<file path="src/rtl/div.sv">
// div: unsigned restoring shift-subtract divider, one quotient bit per clock,
// MSB first. A division by a non-zero divisor takes exactly WIDTH cycles from
// the accepted start edge to the done edge. A zero divisor completes on the
// start edge itself with quotient = all ones and remainder = dividend.
//
// Ports
//   clock        rising-edge clock for all state
//   reset_n      asynchronous active-low reset
//   start        request, sampled only while busy = 0
//   dividend     unsigned dividend, sampled with start
//   divisor      unsigned divisor, sampled with start
//   quotient     registered quotient, held between done pulses
//   remainder    registered remainder, held between done pulses
//   busy         high while a division is in progress
//   done         one-cycle pulse marking new valid results
//   div_by_zero  registered flag qualifying the last result
//
// state | meaning
// IDLE  | waiting for start; results hold
// RUN   | one quotient bit produced per clock, counter counts down to 0

module div #(
  parameter int WIDTH = 8
) (
  input  logic             clock,
  input  logic             reset_n,
  input  logic             start,
  input  logic [WIDTH-1:0] dividend,
  input  logic [WIDTH-1:0] divisor,
  output logic [WIDTH-1:0] quotient,
  output logic [WIDTH-1:0] remainder,
  output logic             busy,
  output logic             done,
  output logic             div_by_zero
);

  localparam int CW = $clog2(WIDTH + 1);
  localparam logic [CW-1:0] CNT_LOAD = CW'(WIDTH);

  localparam logic S_IDLE = 1'b0;
  localparam logic S_RUN  = 1'b1;

  logic             state_q, state_d;
  logic [CW-1:0]    cnt_q, cnt_d;
  logic [WIDTH:0]   prem_q, prem_d;   // partial remainder, WIDTH+1 bits
  logic [WIDTH-1:0] dvd_q, dvd_d;     // dividend shifts out, quotient shifts in
  logic [WIDTH-1:0] dvs_q, dvs_d;
  logic [WIDTH-1:0] quo_q, quo_d;
  logic [WIDTH-1:0] rem_q, rem_d;
  logic             done_q, done_d;
  logic             dbz_q, dbz_d;

  logic [WIDTH:0]   shifted;
  logic [WIDTH:0]   diff;
  logic             ge;

  // The partial remainder entering each step is always < divisor, so the
  // shifted value fits in WIDTH+1 bits and the top bit drops out of the shift.
  always_comb begin
    shifted = (prem_q << 1) | {{WIDTH{1'b0}}, dvd_q[WIDTH-1]};
    diff    = shifted - {1'b0, dvs_q};
    ge      = (shifted >= {1'b0, dvs_q});
  end

  always_comb begin
    state_d = state_q;
    cnt_d   = cnt_q;
    prem_d  = prem_q;
    dvd_d   = dvd_q;
    dvs_d   = dvs_q;
    quo_d   = quo_q;
    rem_d   = rem_q;
    dbz_d   = dbz_q;
    done_d  = 1'b0;

    case (state_q)
      S_IDLE: begin
        if (start) begin
          if (divisor == '0) begin
            quo_d  = '1;
            rem_d  = dividend;
            dbz_d  = 1'b1;
            done_d = 1'b1;
          end else begin
            dvd_d   = dividend;
            dvs_d   = divisor;
            prem_d  = '0;
            cnt_d   = CNT_LOAD;
            state_d = S_RUN;
          end
        end
      end

      S_RUN: begin
        prem_d = ge ? diff : shifted;
        dvd_d  = {dvd_q[WIDTH-2:0], ge};
        cnt_d  = cnt_q - 1'b1;
        if (cnt_q == CW'(1)) begin
          state_d = S_IDLE;
          quo_d   = dvd_d;
          rem_d   = prem_d[WIDTH-1:0];
          dbz_d   = 1'b0;
          done_d  = 1'b1;
        end
      end

      default: state_d = S_IDLE;
    endcase
  end

  always_ff @(posedge clock or negedge reset_n) begin
    if (!reset_n) begin
      state_q <= S_IDLE;
      cnt_q   <= '0;
      prem_q  <= '0;
      dvd_q   <= '0;
      dvs_q   <= '0;
      quo_q   <= '0;
      rem_q   <= '0;
      done_q  <= 1'b0;
      dbz_q   <= 1'b0;
    end else begin
      state_q <= state_d;
      cnt_q   <= cnt_d;
      prem_q  <= prem_d;
      dvd_q   <= dvd_d;
      dvs_q   <= dvs_d;
      quo_q   <= quo_d;
      rem_q   <= rem_d;
      done_q  <= done_d;
      dbz_q   <= dbz_d;
    end
  end

  assign quotient    = quo_q;
  assign remainder   = rem_q;
  assign busy        = (state_q == S_RUN);
  assign done        = done_q;
  assign div_by_zero = dbz_q;

endmodule

</file>
<file path="config.mk">
export PLATFORM = sky130hd
export DESIGN_NAME = div
export DESIGN_NICKNAME = d
export VERILOG_FILES = /design/src/rtl/div.sv
export SDC_FILE = /design/constraint.sdc
export NUM_CORES = 1
export LEC_CHECK = 0
export BUFFER_PORTS_ARGS = -buffer_cell sky130_fd_sc_hd__buf_4
export CORE_ASPECT_RATIO = 1.4
export CORE_MARGIN = 5
export CORE_UTILIZATION = 51
export CTS_BUF_LIST = sky130_fd_sc_hd__clkbuf_16
export DETAILED_ROUTE_END_ITERATION = 16
export GPL_TIMING_DRIVEN = 0
export PLACE_DENSITY_LB_ADDON = 0.3
export SLEW_MARGIN = 40
export SYNTH_ARGS = -nofsm -noshare
export SYNTH_HDL_FRONTEND = slang
export SYNTH_SLANG_ARGS = --single-unit
</file>
<file path="constraint.sdc">
create_clock -name clock -period 2.1 [get_ports clock]
set_input_delay 0.105 -clock clock [delete_from_list [all_inputs] [get_ports clock]]
set_output_delay 0.105 -clock clock [all_outputs]
set_load 0.02 [all_outputs]
</file>
==> results of run 1 <==
metrics by stage:
step | TNS [ns] | area, µm² | setup WS (ns) | util | cells
finish | 0 | 3330 | 0.0247 | 0.693 | 392
global placement | -0.865 | 2850 | -0.231 | 0.594 | 366
detailed placement | -1.43 | 2850 | -0.262 | 0.594 | 366
CTS | 0 | 3250 | 0.00112 | 0.676 | 386
global route | -0.0721 | 3330 | -0.0461 | 0.693 | 392
floorplan | 0 | 2500 | 0.000660 | - | 265
cells by family after synthesis:
group                      Yosys count  synth area share
buffers and inverters               29            0.0511
AOI/OAI and AO/OA                   74             0.201
muxes                                8            0.0326
adders and majority gates           11            0.0581
and+or+nand+nor                     91             0.168
DFF                                 47             0.471
xor gates and xnor gates             5            0.0175
what timing repair did:
item,CTS,global route
pin swaps,5,5
setup buffers,12,6
cloned,0,0
endpoints found under the hold margin,47,0
setup endpoints to repair,15,12
hold buffers,1,0
resized for setup,15,11
power by group through the flow:
| stage | Sequential (W) | Clock, W | Combinational [W] |
|---|---|---|---|
| floorplan | 0.00182 | 0 | 0.00228 |
| global placement | 0.00170 | 0 | 0.00324 |
| detailed placement | 0.00171 | 0 | 0.00335 |
| CTS | 0.00171 | 0.000912 | 0.00410 |
| global route | 0.00177 | 0.000948 | 0.00486 |
| finish | 0.00173 | 0.000909 | 0.00446 |
sequential cells by signal (all words and copies together) (netlist names):
signal,flops
dvd_q,8
dvs_q,8
prem_q,8
quotient,8
remainder,8
cnt_q,4
busy,1
div_by_zero,1
done,1
critical path: cells and delay by family, from the launching register on:
family	cells	cell delay, ns
fa+ha+maj	1	0.32
simple gates	2	0.58
flops	1	0.44
compound gates	3	0.65
worst max path at each step:
stage	start	to	cells past startpoint
final	prem_q[3]	remainder[3]	6
after global routing	dvs_q[2]	remainder[5]	10
after CTS	prem_q[3]	remainder[3]	6
after detailed placement	prem_q[1]	remainder[1]	7
after global placement	prem_q[1]	remainder[1]	7
after floorplan	prem_q[5]	remainder[3]	7
cells in the final DEF (no fill, tap or decap), drive strengths merged, types with 10 or more instances in the layout:
cell type  netlist  layout
dfrtp           47      47
a21oi           20      20
nand3           16      16
nor2            25      25
buf              7      62
nand2           31      31
inv             16      16
ha              10      10
o21ai           22      22
clkbuf           6      10
Yosys cell counts, types with 2 or more instances:
| library cell | number |
|---|---|
| a21oi_1 | 19 |
| a31oi_1 | 2 |
| o211ai_1 | 2 |
| dfrtp_1 | 47 |
| xnor2_1 | 2 |
| nand2b_1 | 4 |
| nor4_1 | 3 |
| nor2_1 | 25 |
| nor3_1 | 5 |
| mux2i_1 | 7 |
| buf_4 | 2 |
| a211oi_1 | 5 |
| buf_2 | 3 |
| o22ai_1 | 2 |
| o21ai_1 | 2 |
| o21ai_0 | 19 |
| a32oi_1 | 2 |
| xor2_1 | 3 |
| o22a_1 | 3 |
| nand2_1 | 31 |
| clkbuf_1 | 6 |
| nand3_1 | 16 |
| inv_1 | 15 |
| ha_1 | 10 |
| o21a_1 | 2 |
layout make-up:
cell class | instances | area [µm²]
plain buffers | 12 | 72.6
clock buffers | 5 | 125
clock inverters | 3 | 43.8
fillers | 381 | 1470
inverters | 16 | 60.1
multi-input cells | 189 | 1320
flip-flops and latches | 47 | 1180
well taps | 64 | 80.1
repair buffers | 56 | 448
metal layers:
metal | up-vias | global-route usage | part of all wire
li1 | 1068 | - | -
met1 | 1097 | 0.263 | 0.37
met2 | 115 | 0.388 | 0.51
met3 | 34 | 0.0402 | 0.072
met5 | - | 0 | 0
met4 | 0 | 0.129 | 0.049
==> results.yml, run 1 <==
finish:
  diodes: 0
  area_growth_pct: 33.4
  nets: 357
  drive_above_1_share: 0.296
grt:
  antenna_found_initial: 0
  grt_pass1_wl_mm: 11.5
  grt_use_total: 0.226
  grt_pass1_vias: 2320
  grt_overflow: 0
  grt_max_degree: 48
worst_setup_path:
  critPathCaptureType: "flip-flop"
  required_ns: 2.31
  worstPathMaxFanout: 6
  start_kind: "flip-flop"
  critical-path-max-stage-delay_ns: 0.49
  reg2regPathDepth: 6
  r2r_end: "remainder[3]"
  r2r_slack_ns: 0.02
  arrival_ns: 2.28
  path_class: "flip-flop to flip-flop"
  critPathSlowestCell: "or4_4"
  path_cells: "ha_4 > nand3_2 > o211a_1 > a22o_4 > or4_4 > a41oi_2"
  r2r-start: "prem_q[3]"
min_path:
  holdPathStages: 3
  holdPathEnd: "dvs_q[7]"
  hp-start: "divisor[7]"
  hold_path_class: "input pin to flip-flop"
pwr:
  peakVddDrop_mv: 1.08
  p_seq_frac: 0.243
  p_comb_frac: 0.628
  p_int_w: 0.00408
  power_density_mw_per_mm2: 2130
  p_clk_frac: 0.128
  netSwitchingPower_w: 0.00302
  total_power_w: 0.00710
  p_leak_nw: 1.46
  switching_share: 0.425
logic_synthesis:
  synth.top_cell.area_share: 0.471
  synth_area_leader_cell: "dfrtp_1"
  syn_area_mm2: 0.00250
  ys_warn_count: 0
  async_reset_ff_frac: 1.00
  synth_area_leaders: "dfrtp_1 (47%), ha_1 (5.0%), nand2_1 (4.7%)"
  synth_nets: 295
  syn-instance-count: 265
  dominantRegCellSynth: "dfrtp_1"
  avgSynthCellArea_um2: 9.42
  yosys_register_bits: 47
  ys_types: 53
  synth_edf_count: 0
  yosysSeqAreaShare: 0.471
floorplanning:
  ios: 38
  num_rows: 30
  core-area_mm2: 0.00480
  design.die.area_mm2: 0.00641
  initial_core_util: 0.520
  dieWidth_um: 69.1
  die_y_um: 92.8
sta:
  min_period_ns: 2.08
  rsz0062_at_grt: "yes"
  fmax_mhz: 482
  tightest_slew_ns: 0.649
  relSlewSlack: 0.567
  slew_viol_final: 0
  post-route-period-util: 0.988
  hold_viol: 0
  hold_slack_ns: 0.0271
  finClkSkew_ns: 0.00722
  setup_violations: 0
drt:
  wl_per_cell_um: 17.9
  first_pass_iters: 4
  initialDrtViolationCount: 127
  viasPerCell: 5.90
  ant_nets: 0
  drcViolationCount: 0
  routed-via-count: 2314
  routed_wl_mm: 7.01
clock_tree:
  cts_tree: "built"
  cts_max_level: 2
  cts-root-buf: "clkbuf_16"
  clkTransAtPathRegs_ns: 0.07
  clock_latency_ns: 0.29
  clock_path_buffers: 2
  cts_made_buffers: 5
  clkSinkCount: 47
job:
  drv_cap: 0
placement:
  io_buffers: 37
  place_hpwl_mm: 4.59
  gp_congestion: 0.812
status:
  status: "complete, no violations"
Note: power is estimated with default switching activity, not from simulation.
==> inputs of run 2 (changes only) <==
ABC_AREA = 1   (was default)
==> results.yml, run 2 <==
finish:
  area_growth_pct: 20.8
  final_cell_mix: "nand2_1 (68), dfrtp_1 (47), inv_1 (43)"
  drive_above_1_share: 0.196
  diodes: 0
  layout_commonest_cell: "nand2_1"
  finish.utilization: 0.639
  nets: 391
sta:
  hold_slack_ns: 0.0318
  fmax_mhz: 509
  finalSetupTns_ns: 0
  slew_viol_final: 0
  finClkSkew_ns: 0.00432
  min_period_ns: 1.96
  relSlewSlack: 0.609
  setup_ws_ns: 0.136
  tightest_slew_ns: 0.587
  setup_violations: 0
  hold_viol: 0
  rsz0062_at_grt: "no"
  post-route-period-util: 0.935
pwr:
  peakVddDrop_mv: 1.00
  p_leak_nw: 1.58
  total_power_w: 0.00589
  power_density_mw_per_mm2: 1890
drt:
  drcViolationCount: 0
  first_pass_iters: 6
  wl_per_cell_um: 14.8
  viasPerCell: 5.41
  routed_wl_mm: 6.32
  initialDrtViolationCount: 125
  routed-via-count: 2306
  ant_nets: 0
logic_synthesis:
  ys_types: 31
  synth_nets: 346
  dominantRegCellSynth: "dfrtp_1"
  syn_area_mm2: 0.00258
  yosysSeqAreaShare: 0.456
  synth.most_common_cell: "nand2_1"
  synth_area_leader_cell: "dfrtp_1"
  syn-instance-count: 316
  avgSynthCellArea_um2: 8.16
  synth.top_cell.area_share: 0.456
  ys_warn_count: 0
  async_reset_ff_frac: 1.00
  synth_commonest_cells: "nand2_1 (68), dfrtp_1 (47), inv_1 (43)"
  synth_area_leaders: "dfrtp_1 (46%), nand2_1 (9.9%), inv_1 (6.3%)"
  yosys_register_bits: 47
  synth_edf_count: 0
placement:
  gp_congestion: 0.905
  io_buffers: 37
  place_hpwl_mm: 4.75
  place_ws_ns: 0.151
min_path:
  holdPathStages: 3
  hp-start: "divisor[5]"
  hold_path_class: "input pin to flip-flop"
  holdPathEnd: "dvs_q[5]"
grt:
  grt_overflow: 0
  grt_pass1_wl_mm: 10.9
  grt_max_degree: 48
  antenna_found_initial: 0
  grt_use_total: 0.211
  grt_pass1_vias: 2415
worst_setup_path:
  start_kind: "flip-flop"
  worstPathMaxFanout: 10
  r2r_end: "remainder[1]"
  path_class: "flip-flop to flip-flop"
  critPathCaptureType: "flip-flop"
  critPathSlowestCell: "dfrtp_1"
  reg2regPathDepth: 9
  r2r-start: "prem_q[5]"
  path_common_cell: "nand2_1"
  r2r_slack_ns: 0.14
  arrival_ns: 2.15
  critical-path-max-stage-delay_ns: 0.43
  path_cells: "ha_1 > nand2_1 > nand2_1 > a21oi_1 > nand4_4 > nand3_1 > nand3_1 > nand2_1 > inv_1"
  required_ns: 2.29
clock_tree:
  cts_max_level: 2
  cts-resized-gates: 0
  clock_path_buffers: 2
  cts_made_buffers: 5
  cts_hold_buf: 1
  clock_latency_ns: 0.29
  post_cts_buffers: 0
  clkSinkCount: 47
  clkTransAtPathRegs_ns: 0.07
  cts_tree: "built"
  cts-root-buf: "clkbuf_16"
status:
  status: "complete, no violations"
floorplanning:
  num_rows: 30
  design.die.area_mm2: 0.00660
  die_y_um: 94.2
  ios: 38
  dieWidth_um: 70.1
  initial_core_util: 0.529
  core-area_mm2: 0.00488
job:
  drv_cap: 0
==> run 2: report_power, final <==
part | switching [W] | internal (W) | total, W
Sequential | 0.000272 | 0.00137 | 0.00164
Combinational | 0.00206 | 0.00128 | 0.00334
Clock | 0.000347 | 0.000562 | 0.000909
==> run 2: final cells by class <==
type                            count  area [µm²]
Sequential cell                    47        1180
Buffer                             10        61.3
Fill cell                         420        1760
Timing Repair Buffer               38         288
Multi-Input combinational cell    214        1170
Tap cell                           64        80.1
Clock inverter                      3        43.8
Inverter                           45         169
Clock buffer                        5         125
==> run 2: kinds of logic (layout without fill, tap and decap cells) <==
kind of cell / Yosys count / after routing / share of synthesized area
simple gates: 153 / 153 / 0.284
buf+inv: 55 / 101 / 0.0892
flops: 47 / 47 / 0.456
compound gates: 46 / 46 / 0.101
fa+ha+maj: 11 / 11 / 0.0563
xor+xnor: 4 / 4 / 0.0136
==> run 2: worst max-delay path by stage <==
| stage | start | end | cells after the start |
|---|---|---|---|
| finish | prem_q[5] | remainder[1] | 9 |
| CTS | prem_q[5] | remainder[0] | 9 |
| detailed placement | prem_q[5] | remainder[1] | 9 |
| global placement | prem_q[5] | remainder[1] | 9 |
| floorplan | dvd_q[7] | remainder[4] | 11 |
| global route | dvd_q[7] | remainder[6] | 12 |
==> run 2: critical path, delay by kind of cell (launching register included) <==
kind / cells / cell delay [ns]
AND/OR/NAND/NOR: 6 / 0.78
flip-flops: 1 / 0.43
adder cells (fa/ha/maj): 1 / 0.38
AO/OA/AOI/OAI: 1 / 0.26
buffers and inverters: 1 / 0.03
==> run 2: stage by stage <==
step                      cells  cell area (µm²)
after global placement      417             2940
after CTS                   426             3120
after floorplan             316             2580
after detailed placement    417             2940
after global routing        426             3120
final                       426             3120
==> run 2: metal layers <==
layer	GRT usage	vias up	part of all wire	wire length [µm]
li1	-	1126	-	-
met1	0.237	1084	0.40	2540
met2	0.370	75	0.52	3270
met3	0.0385	21	0.035	221
met4	0.126	0	0.046	288
met5	0	-	0	0
==> inputs of run 3 (changes only) <==
==> constraint.sdc (replaced) <==
create_clock -name clock -period 2.1 [get_ports clock]
set_input_delay 0.42 -clock clock [delete_from_list [all_inputs] [get_ports clock]]
set_output_delay 0.42 -clock clock [all_outputs]
set_load 0.02 [all_outputs]
==> results.yml, run 3 (synthesized netlist as in run 2, its figures left out) <==
grt:
  grt_max_degree: 48
  grt_pass1_vias: 2409
  antenna_found_initial: 0
  grt_overflow: 0
  grt_pass1_wl_mm: 10.9
  grt_use_total: 0.211
clock_tree:
  clock_latency_ns: 0.29
  clkTransAtPathRegs_ns: 0.07
  post_cts_buffers: 0
  clock_path_buffers: 2
  cts_tree: "built"
  cts_hold_buf: 0
  cts_made_buffers: 5
  cts_max_level: 2
  clkSinkCount: 47
  cts-root-buf: "clkbuf_16"
  cts-resized-gates: 0
sta:
  finClkSkew_ns: 0.00505
  setup_violations: 0
  finalSetupTns_ns: 0
  relSlewSlack: 0.607
  slew_viol_final: 0
  post-route-period-util: 0.928
  min_period_ns: 1.95
  rsz0062_at_grt: "no"
  hold_viol: 0
  tightest_slew_ns: 0.589
  fmax_mhz: 513
finish:
  fillers: 421
  final_area_mm2: 0.00311
  area_growth_pct: 20.4
  fin_cells: 425
  final_cell_mix: "nand2_1 (68), dfrtp_1 (47), inv_1 (43)"
  drive_above_1_share: 0.197
  diodes: 0
  nets: 390
  layout_commonest_cell: "nand2_1"
worst_setup_path:
  arrival_ns: 2.14
  critPathCaptureType: "flip-flop"
  r2r_end: "remainder[1]"
  crit_start: "prem_q[5]"
  worstPathMaxFanout: 10
  critical-path-max-stage-delay_ns: 0.42
  start_kind: "flip-flop"
  required_ns: 2.29
  r2r-start: "prem_q[5]"
  critPathSlowestCell: "dfrtp_1"
  reg2regPathDepth: 9
  path_class: "flip-flop to flip-flop"
  r2r_slack_ns: 0.15
  path_common_cell: "nand2_1"
  crit_end: "remainder[1]"
  path_cells: "ha_1 > nand2_1 > nand2_1 > a21oi_1 > nand4_4 > nand3_1 > nand3_1 > nand2_1 > inv_1"
drt:
  routed-via-count: 2318
  viasPerCell: 5.45
  initialDrtViolationCount: 149
  routed_wl_mm: 6.33
  drcViolationCount: 0
  first_pass_iters: 5
  wl_per_cell_um: 14.9
  ant_nets: 0
floorplanning:
  die_y_um: 94.2
  core-area_mm2: 0.00488
  initial_core_util: 0.529
  design.die.area_mm2: 0.00660
  num_rows: 30
  ios: 38
  dieWidth_um: 70.1
placement:
  placed_area_mm2: 0.00294
  dp.cells: 417
  gp_congestion: 0.905
  place_hpwl_mm: 4.75
  io_buffers: 37
pwr:
  p_seq_frac: 0.278
  p_comb_frac: 0.567
  netSwitchingPower_w: 0.00267
  peakVddDrop_mv: 1.00
  p_leak_nw: 1.58
  p_int_w: 0.00321
  p_clk_frac: 0.154
  switching_share: 0.454
  power_density_mw_per_mm2: 1890
job:
  drv_cap: 0
min_path:
  hold_path_class: "input pin to async pin"
status:
  status: "complete, no violations"
run 3: power groups by stage:
| stage | sequential [W] | combinational [W] | clock [W] |
|---|---|---|---|
| global placement | 0.00164 | 0.00323 | 0 |
| global route | 0.00170 | 0.00379 | 0.000973 |
| CTS | 0.00164 | 0.00334 | 0.000920 |
| finish | 0.00164 | 0.00334 | 0.000908 |
| detailed placement | 0.00165 | 0.00332 | 0 |
| floorplan | 0.00177 | 0.00228 | 0 |
run 3: layout make-up:
type	instances	area [µm²]	area share
Multi-Input combinational cell	214	1170	0.378
Inverter	45	169	0.0544
Sequential cell	47	1180	0.379
Tap cell	64	80.1	0.0258
Clock inverter	3	43.8	0.0141
Clock buffer	5	125	0.0403
Buffer	10	61.3	0.0197
Timing Repair Buffer	37	278	0.0894
run 3: through the flow:
step,utilization,hold WS (ns),worst slack (ns),power (W)
3_3_place_gp,0.602,0.457,0.210,0.00486
4_1_cts,0.637,0.157,0.140,0.00590
5_1_grt,0.637,0.181,0.00840,0.00646
6_report,0.637,0.135,0.150,0.00588
2_1_floorplan,-,0.124,0.408,0.00405
3_5_place_dp,0.602,0.461,0.151,0.00497
run 3: how the worst min path moves through the flow:
stage,start,end,depth (start not counted)
2_1_floorplan,reset_n,busy,0
3_3_place_gp,reset_n,cnt_q[3],1
3_5_place_dp,reset_n,cnt_q[2],1
4_1_cts,reset_n,cnt_q[3],1
5_1_grt,reset_n,dvs_q[2],1
6_report,reset_n,dvs_q[2],1
run 3: worst max-delay path: cells and delay by family, from the launching register on:
family | cells | cell delay, ns
AO/OA/AOI/OAI | 1 | 0.26
flip-flops | 1 | 0.42
adder cells (fa/ha/maj) | 1 | 0.37
buffers and inverters | 1 | 0.03
AND/OR/NAND/NOR | 6 | 0.76
run 3: per-layer routing:
layer,vias to the layer above,share of wire,global-route usage
met3,25,0.034,0.0385
met4,0,0.047,0.126
met1,1096,0.40,0.237
met5,-,0,0
met2,72,0.52,0.368
li1,1125,-,-
